**config.mk**
```make
export PLATFORM = sky130hd
export DESIGN_NAME = cell_builder
export DESIGN_NICKNAME = d
export VERILOG_FILES = /design/src/rtl/cell_builder.sv
export SDC_FILE = /design/constraint.sdc
export NUM_CORES = 1
export LEC_CHECK = 0
export CAP_MARGIN = 0
export CORE_MARGIN = 2
export CORE_UTILIZATION = 39
export CTS_CLUSTER_SIZE = 20
export DETAILED_ROUTE_END_ITERATION = 6
export PLACE_DENSITY_LB_ADDON = 0.15
export RECOVER_POWER = 100
export SETUP_SLACK_MARGIN = 0.15
export SKIP_CTS_REPAIR_TIMING = 1
export SLEW_MARGIN = 20
export SYNTH_ARGS = -nofsm -noshare
export SYNTH_HDL_FRONTEND = slang
export SYNTH_SLANG_ARGS = --single-unit
```
**constraint.sdc**
```tcl
create_clock -name clk -period 4.4 [get_ports clk]
set_input_delay 0.44 -clock clk [delete_from_list [all_inputs] [get_ports clk]]
set_output_delay 0.44 -clock clk [all_outputs]
set_load 0.01 [all_outputs]
```
**src/rtl/cell_builder.sv**
```systemverilog
`default_nettype none
// +--------------------------------------------------------------------------+
// | cell_builder: packs a raster pixel stream into an 8-line cell cache and  |
// | hands each complete frame to the downstream cell fetcher.                |
// | Revision: 1.0                                                            |
// +--------------------------------------------------------------------------+
module cell_builder #(
  parameter int PIXEL_W        = 12,
  parameter int FRAME_COL_CNUM = 40,
  parameter int FRAME_ROW_CNUM = 30,
  parameter int CELL_NUM       = FRAME_COL_CNUM * FRAME_ROW_CNUM,
  parameter int CELL_ADDR_W    = $clog2(CELL_NUM),
  parameter int BEAT_W         = 8 * PIXEL_W
) (
  input  logic                   clk,
  input  logic                   rst,
  input  logic [BEAT_W-1:0]      pix_data_i,
  input  logic                   pix_sof_i,
  input  logic                   pix_valid_i,
  output logic                   pix_ready_o,
  output logic                   cache_wr_en_o,
  output logic [CELL_ADDR_W-1:0] cache_wr_addr_o,
  output logic [2:0]             cache_wr_line_o,
  output logic [BEAT_W-1:0]      cache_wr_data_o,
  output logic                   cell_fetch_start_o,
  input  logic                   cell_fetch_done_i,
  output logic                   frame_err_o
);

  localparam int c_COL_W  = (FRAME_COL_CNUM > 1) ? $clog2(FRAME_COL_CNUM) : 1;
  localparam int c_CROW_W = (FRAME_ROW_CNUM > 1) ? $clog2(FRAME_ROW_CNUM) : 1;

  localparam logic [c_COL_W-1:0]     c_COL_LAST  = c_COL_W'(FRAME_COL_CNUM - 1);
  localparam logic [c_CROW_W-1:0]    c_CROW_LAST = c_CROW_W'(FRAME_ROW_CNUM - 1);
  localparam logic [CELL_ADDR_W-1:0] c_ROW_STEP  = CELL_ADDR_W'(FRAME_COL_CNUM);

  localparam logic [1:0] c_ST_FILL  = 2'd0;
  localparam logic [1:0] c_ST_FLUSH = 2'd1;
  localparam logic [1:0] c_ST_START = 2'd2;
  localparam logic [1:0] c_ST_WAIT  = 2'd3;

  logic [1:0]             r_state;
  logic [c_COL_W-1:0]     r_col;
  logic [2:0]             r_line;
  logic [c_CROW_W-1:0]    r_crow;
  logic [CELL_ADDR_W-1:0] r_row_base;
  logic                   r_wr_en;
  logic [CELL_ADDR_W-1:0] r_wr_addr;
  logic [2:0]             r_wr_line;
  logic [BEAT_W-1:0]      r_wr_data;
  logic                   r_frame_err;

  logic                   w_accept;
  logic                   w_at_origin;
  logic                   w_resync;
  logic [c_COL_W-1:0]     w_col;
  logic [2:0]             w_line;
  logic [c_CROW_W-1:0]    w_crow;
  logic [CELL_ADDR_W-1:0] w_row_base;
  logic                   w_col_wrap;
  logic                   w_line_wrap;
  logic                   w_last_beat;

  assign pix_ready_o = (r_state == c_ST_FILL);
  assign w_accept    = pix_valid_i & pix_ready_o;
  assign w_at_origin = (r_col == '0) && (r_line == '0) && (r_crow == '0);
  assign w_resync    = w_accept & pix_sof_i & ~w_at_origin;

  // A misaligned SOF re-labels the current beat as beat 0 of a fresh frame.
  assign w_col      = w_resync ? '0 : r_col;
  assign w_line     = w_resync ? '0 : r_line;
  assign w_crow     = w_resync ? '0 : r_crow;
  assign w_row_base = w_resync ? '0 : r_row_base;

  assign w_col_wrap  = (w_col == c_COL_LAST);
  assign w_line_wrap = w_col_wrap && (w_line == 3'd7);
  assign w_last_beat = w_line_wrap && (w_crow == c_CROW_LAST);

  always_ff @(posedge clk) begin
    if (rst) begin
      r_col      <= '0;
      r_line     <= '0;
      r_crow     <= '0;
      r_row_base <= '0;
    end else if (w_accept) begin
      r_col  <= w_col_wrap ? '0 : w_col + 1'b1;
      r_line <= w_col_wrap ? w_line + 1'b1 : w_line;
      if (w_last_beat) begin
        r_crow     <= '0;
        r_row_base <= '0;
      end else if (w_line_wrap) begin
        r_crow     <= w_crow + 1'b1;
        r_row_base <= w_row_base + c_ROW_STEP;
      end else begin
        r_crow     <= w_crow;
        r_row_base <= w_row_base;
      end
    end
  end

  always_ff @(posedge clk) begin
    if (rst) begin
      r_wr_en <= 1'b0;
    end else begin
      r_wr_en <= w_accept;
    end
    if (w_accept) begin
      r_wr_addr <= w_row_base + CELL_ADDR_W'(w_col);
      r_wr_line <= w_line;
      r_wr_data <= pix_data_i;
    end
  end

  always_ff @(posedge clk) begin
    if (rst) begin
      r_frame_err <= 1'b0;
    end else if (w_resync) begin
      r_frame_err <= 1'b1;
    end
  end

  always_ff @(posedge clk) begin
    if (rst) begin
      r_state <= c_ST_FILL;
    end else begin
      case (r_state)
        c_ST_FILL:  if (w_accept && w_last_beat) r_state <= c_ST_FLUSH;
        c_ST_FLUSH: r_state <= c_ST_START;
        c_ST_START: r_state <= c_ST_WAIT;
        c_ST_WAIT:  if (cell_fetch_done_i) r_state <= c_ST_FILL;
        default:    r_state <= c_ST_FILL;
      endcase
    end
  end

  assign cache_wr_en_o      = r_wr_en;
  assign cache_wr_addr_o    = r_wr_addr;
  assign cache_wr_line_o    = r_wr_line;
  assign cache_wr_data_o    = r_wr_data;
  assign cell_fetch_start_o = (r_state == c_ST_START);
  assign frame_err_o        = r_frame_err;

endmodule
`default_nettype wire
```
==> results of run 1 <==
## cell families after synthesis
logic type / after synthesis
AOI/OAI and AO/OA: 66
xor gates and xnor gates: 7
adders and majority gates: 17
buffers and inverters: 28
DFF: 139
muxes: 5
and+or+nand+nor: 119
## cell usage in the layout, fill, tap and decap left out, drive strengths merged, types with 4 or more instances in the layout
| master | count |
|---|---|
| ha | 16 |
| and2 | 19 |
| nand3 | 11 |
| dfxtp | 29 |
| inv | 15 |
| nor4 | 6 |
| clkbuf | 19 |
| a21oi | 12 |
| dlygate4sd3 | 210 |
| xnor2 | 4 |
| nand4 | 4 |
| nor3 | 8 |
| nand2 | 21 |
| nand2b | 4 |
| mux2i | 5 |
| a211oi | 4 |
| edfxtp | 110 |
| nor2b | 8 |
| clkinv | 8 |
| nor2 | 24 |
| clkdlybuf4s50 | 4 |
| o21ai | 20 |
| and3 | 4 |
## routing by layer
| metal | track usage, % | up-vias |
|---|---|---|
| li1 | - | 1884 |
| met1 | 20.4 | 1883 |
| met2 | 31.9 | 164 |
| met3 | 6.93 | 15 |
| met4 | 8.33 | 0 |
| met5 | 0 | - |
## cell usage after synthesis, types with 2 or more instances
master / number
o31a_1: 2
a211oi_1: 4
nand3_1: 11
nor3_1: 7
a21oi_1: 12
nor2b_1: 8
mux2i_1: 5
o22ai_1: 3
o31ai_1: 2
ha_1: 16
inv_1: 14
o21ai_0: 19
nand2_1: 21
o311ai_0: 2
a21o_1: 2
and3_1: 4
o21a_1: 3
nand2b_1: 4
dfxtp_1: 29
xor2_1: 3
xnor2_1: 4
clkbuf_1: 11
nor4_1: 6
edfxtp_1: 110
and2_1: 18
nor2_1: 24
nand4_1: 4
## cell type report
class	instances	area (µm²)	share of cell area, %
timing repair buffer	217	2160	26.0
inverter	15	57.6	0.691
clock inverter	14	153	1.83
sequential	139	3880	46.6
multi-input combinational	214	1420	17.0
clock buffer	18	429	5.15
tap	180	225	2.70
antenna	2	5.00	0.0601
## worst register-to-register path: cells and delay by family (launching register included)
kind | cells | cell delay [ns]
AND/OR/NAND/NOR | 5 | 1.47
flip-flops | 1 | 0.35
AO/OA/AOI/OAI | 3 | 0.44
buffers and inverters | 2 | 0.16
adder cells (fa/ha/maj) | 3 | 0.87
## flip-flops by register name (all words and copies together) (netlist names), 2 cells and up
register and count:
r_col 6, r_crow 5, r_state 2, cache_wr_addr_o 11, r_row_base 11, cache_wr_line_o 3, cache_wr_data_o 96, r_line 3
## per-stage QoR
stage | cell area (µm²) | hold slack (ns) | util (%)
4_1_cts | 8370 | 0.474 | 60.7
6_report | 8330 | 0.462 | 60.5
3_5_place_dp | 7780 | 0.460 | 56.5
2_1_floorplan | 5440 | 0.429 | -
3_3_place_gp | 7780 | 0.464 | 56.5
5_1_grt | 8330 | 0.483 | 60.5
## worst paths after layout
kind / cells past startpoint / endpoint / slack [ns]
worst max-delay path: 13 / cache_wr_addr_o[10]$_DFFE_PN_ / 0.97
worst min register to register: 2 / frame_err_o$_SDFFE_PP0P_ / 0.46
worst max register to register: 13 / cache_wr_addr_o[10]$_DFFE_PN_ / 0.97
worst min-delay path: 2 / frame_err_o$_SDFFE_PP0P_ / 0.46
## where the power goes
part	switching, mW	total (mW)	internal, mW
registers	0.0416	1.70	1.66
clock network	0.521	1.40	0.881
logic	0.355	0.659	0.304
==> run metrics, run 1 <==
Distinct cells, synth 60; Max Used Layer met4; maxcap violations 0; crit path kind reg -> reg; biggest cell delay along the critical path 0.54 ns; antenna violations before repair 2; clk slew on worst S/H paths 0.06 ns; Synth Area in Adders 4.05%; clock sink count 139; core area 13800 µm²; Synth Area in Compound Gates 8.51%; Crit-path slowest cell or4b_1; DRT iter0 DRCs 273; post-synth top area share 60.7%; Total Nets Final 722; synth top area cells edfxtp_1 61%, dfxtp_1 11%, ha_1 3.7%, and2_1 2.1%, o21ai_0 1.7%; Crit path buffers/inverters 2; DP Wirelength 10.4 mm; Layout area overhead 53.2%; gr usage total 18.6%; share of cells above drive strength 1 5.83%; Arrival @ worst endpoint 3.70 ns; final clock skew 0.0115 ns; EDFF count, synth 110; cells along the critical path inv_1, ha_1, and3_1, nand2_1, and2_0, ha_1, inv_1, fa_1, nor2b_1, o21a_1, o21ai_0, or4b_1, a31oi_1; CTS tree built; Yosys top cell by area edfxtp_1; WL met2 7.28 mm; CTS Buf Count 17; clk buf depth 2; Remaining DRCs 0; PD cells 451 nW/µm²; Worst Path Required 4.67 ns; placed cell count 765; PnR Total Power 3.76 mW; wire length on met1 5.36 mm; Met3 Wirelength 1.17 mm; die height 122 µm; Max VDD drop 0.244 mV; number of detailed-route iterations in the first pass 4; Synth warnings 0; initial core utilization 39.5%; syn_area_per_cell 14.3 µm²; ys async rst share 0%; Via density 4.94; Rel. slew slack 6.26%; HP Start frame_err_o$_SDFFE_PP0P_; FMAX 0.291 GHz; setup violators final 0; RSZ-0062 raised after global routing false; via count 3946; Slew Viols, Final 0; worst skew pair latency 0.42 ns; first-pass GRT wire length 20.5 mm; final setup TNS 0 ns; Worst-Margin Slew 1.41 ns; Rows 43; Die X 122 µm; H-tree levels 4; crit-path max FO 12; Layout fillers 1109; cell count after synthesis 381; xor/xnor share of the synthesized area 1.13%; Post-Synth Simple-Gate Area 11.9%; post-synthesis register bit count 139; gr ovfl total 0; Final period util 78.1%; vias in the first global route 3717; leakage 3.09 nW; GPL Wtd Cong 0.840; critical path capture point type flop; status complete, no violations; drt wl/cell 17.6 µm; Ports 215; fin crit period 3.43 ns; final worst setup slack 0.966 ns; Hold Vio Cnt, Final 0; # port buffers 214; Synth Net Count 499; post-synthesis cell area 5440 µm²; crit start category flop; mux share of post-synthesis cell area 0.920%; FF-to-FF Start r_state[0]$_SDFFE_PP0P_; Hold Crit Class reg -> reg; Non-Filler Instances 799; top_reg_cell synth edfxtp_1; Die Footprint 14900 µm²; largest net degree at the start of global routing 107; Top delay family on crit path simple AND/OR/NAND/NOR gates; Post-DRT Antenna Nets 0; Post-Route WL 14.0 mm; largest family of logic cells by synthesized area simple AND/OR/NAND/NOR gates; CP startpoint r_state[0]$_SDFFE_PP0P_; sequential-to-total area share from yosys stat 71.4%; CTS root buf clkbuf_16; pre-CTS setup slack 0.606 ns
No activity file was read; power rests on OpenSTA's default activity.
==> run 2, diff against run 1 <==
==> constraint.sdc (replaced) <==
create_clock -name clk -period 2.8 [get_ports clk]
set_input_delay 0.28 -clock clk [delete_from_list [all_inputs] [get_ports clk]]
set_output_delay 0.28 -clock clk [all_outputs]
set_load 0.01 [all_outputs]
==> run 2 against run 1 <==
  * Register-to-register slack worse by 0.95 ns
  * Critical path depth is 1 lower
  * Hold slack better by 0.0050 ns
  * Combinational power is 91% higher
  * Highest routed layer unchanged
==> run metrics, run 2 (synthesis gave the netlist of run 1 again) <==
status complete, no violations; Die X 122 µm; Worst Path Required 3.06 ns; Slew Viols, Final 0; critical path capture point type flop; Final period util 99.5%; crit start category flop; Hold Vio Cnt, Final 0; clk buf depth 2; CTS Buf Count 17; Hold Slack 0.467 ns; initial core utilization 39.5%; CTS tree built; Crit-path slowest cell or4b_1; DRT iter0 DRCs 239; Non-Filler Instances 848; Total Nets Final 773; Ports 215; gr usage total 18.4%; H-tree levels 4; Remaining DRCs 0; commonest cells after routing, fill and taps aside 118 x clkdlybuf4s50_1, 110 x edfxtp_1, 96 x dlygate4sd3_1; Post-Route WL 14.1 mm; maxcap violations 0; GPL Wtd Cong 0.830; Crit path buffers/inverters 1; via count 4156; clk slew on worst S/H paths 0.05 ns; PD cells 711 nW/µm²; leakage 3.39 nW; drt wl/cell 16.6 µm; fin crit period 2.79 ns; commonest non-fill, non-tap cell in the layout clkdlybuf4s50_1; Layout area overhead 65.7%; DP Wirelength 10.4 mm; Rows 43; largest net degree at the start of global routing 57; final clock skew 0.0140 ns; Arrival @ worst endpoint 3.04 ns; Worst-Margin Slew 0.596 ns; placed cell count 811; # port buffers 214; share of cells above drive strength 1 18.1%; vias in the first global route 4067; crit-path max FO 3; biggest cell delay along the critical path 0.50 ns; Layout fillers 1078; Via density 4.90; CTS root buf clkbuf_16; Hold Crit Class reg -> reg; core area 13800 µm²; worst skew pair latency 0.42 ns; first-pass GRT wire length 20.6 mm; clock sink count 139; Largest register FFs 96; FMAX 0.359 GHz; Die Footprint 14900 µm²; crit path kind reg -> reg; gr ovfl total 0; Top delay family on crit path simple AND/OR/NAND/NOR gates; cells along the critical path nor4_4, nand4_1, nand2_2, and2_4, ha_4, inv_2, fa_2, nor2b_1, o21a_1, o21ai_2, or4b_1, a31oi_1; Max VDD drop 0.408 mV; number of detailed-route iterations in the first pass 4; setup violators final 0; fin util 65.4%; Post-DRT Antenna Nets 0; Rel. slew slack 60.3%; die height 122 µm; antenna violations before repair 1; RSZ-0062 raised after global routing true
## run 2: cell types whose count changed in the layout (fill, tap and decap cells not counted), moves of 3 or more
cell / before / now
clkdlybuf4s50_1: 4 / 118
dlygate4sd3_1: 210 / 96
buf_4: 2 / 51
and2_0: 9 / 1
and2_1: 10 / 16
ha_1: 16 / 10
ha_4: 0 / 5
bufinv_16: 3 / 6
clkinv_4: 1 / 4
dfxtp_1: 29 / 26
dfxtp_2: 0 / 3
## run 2: routing by layer
metal  GRT usage [%]  wire [µm]  up-vias
met3            6.27       1160       21
met1            19.8       5240     1976
li1                -          -     1988
met2            32.4       7410      171
met5               0          0        -
met4            8.48        300        0
## run 2: final cells by class
cell class / count / area, µm² / share of cell area, %
clock inverter: 13 / 224 / 2.49
tap: 180 / 225 / 2.50
timing repair buffer: 268 / 2570 / 28.5
antenna: 1 / 2.50 / 0.0278
clock buffer: 18 / 429 / 4.76
multi-input combinational: 214 / 1620 / 17.9
sequential: 139 / 3890 / 43.1
inverter: 15 / 61.3 / 0.680
## run 2: worst register-to-register path, cell delays in order, from the launching register on
cell and delay [ns]:
dfxtp_2 0.33, nor4_4 0.33, nand4_1 0.18, nand2_2 0.11, and2_4 0.15, ha_4 0.12, inv_2 0.03, fa_2 0.33
nor2b_1 0.13, o21a_1 0.16, o21ai_2 0.09, or4b_1 0.50, a31oi_1 0.18
## run 2: path summary, 6_finish.rpt
path	slack [ns]	from	cells after the start	to
worst max-delay path	0.01	r_crow[1]$_SDFFE_PP0N_	12	cache_wr_addr_o[10]$_DFFE_PN_
worst min-delay path	0.47	frame_err_o$_SDFFE_PP0P_	2	frame_err_o$_SDFFE_PP0P_
worst max register to register	0.01	r_crow[1]$_SDFFE_PP0N_	12	cache_wr_addr_o[10]$_DFFE_PN_
worst min register to register	0.47	frame_err_o$_SDFFE_PP0P_	2	frame_err_o$_SDFFE_PP0P_
## run 2: stage by stage
stage / setup TNS [ns] / power [mW] / setup WS [ns] / area, µm²
final: 0 / 6.40 / 0.0147 / 9010
after global routing: -0.119 / 6.64 / -0.0901 / 9010
after detailed placement: -0.584 / 3.99 / -0.155 / 8170
after global placement: -0.111 / 3.97 / -0.111 / 8170
after floorplan: -0.0167 / 3.16 / -0.0167 / 5490
after CTS: -0.259 / 6.47 / -0.173 / 8820
## run 2: where the power goes
part / internal [mW] / leakage, nW / total [mW] / switching (mW)
clock: 1.66 / 0.319 / 2.48 / 0.826
sequential: 2.59 / 1.31 / 2.66 / 0.0709
combinational: 0.666 / 1.76 / 1.26 / 0.592
==> run 3, diff against run 2 <==
--- a/config.mk
+++ b/config.mk
@@ -5,6 +5,7 @@
 export SDC_FILE = /design/constraint.sdc
 export NUM_CORES = 1
 export LEC_CHECK = 0
+export ABC_CLOCK_PERIOD_IN_PS = 2800
 export CAP_MARGIN = 0
 export CORE_MARGIN = 2
 export CORE_UTILIZATION = 39
==> results of run 3 <==
Same layout as run 2: the final DEF is identical, and so are final timing and power.
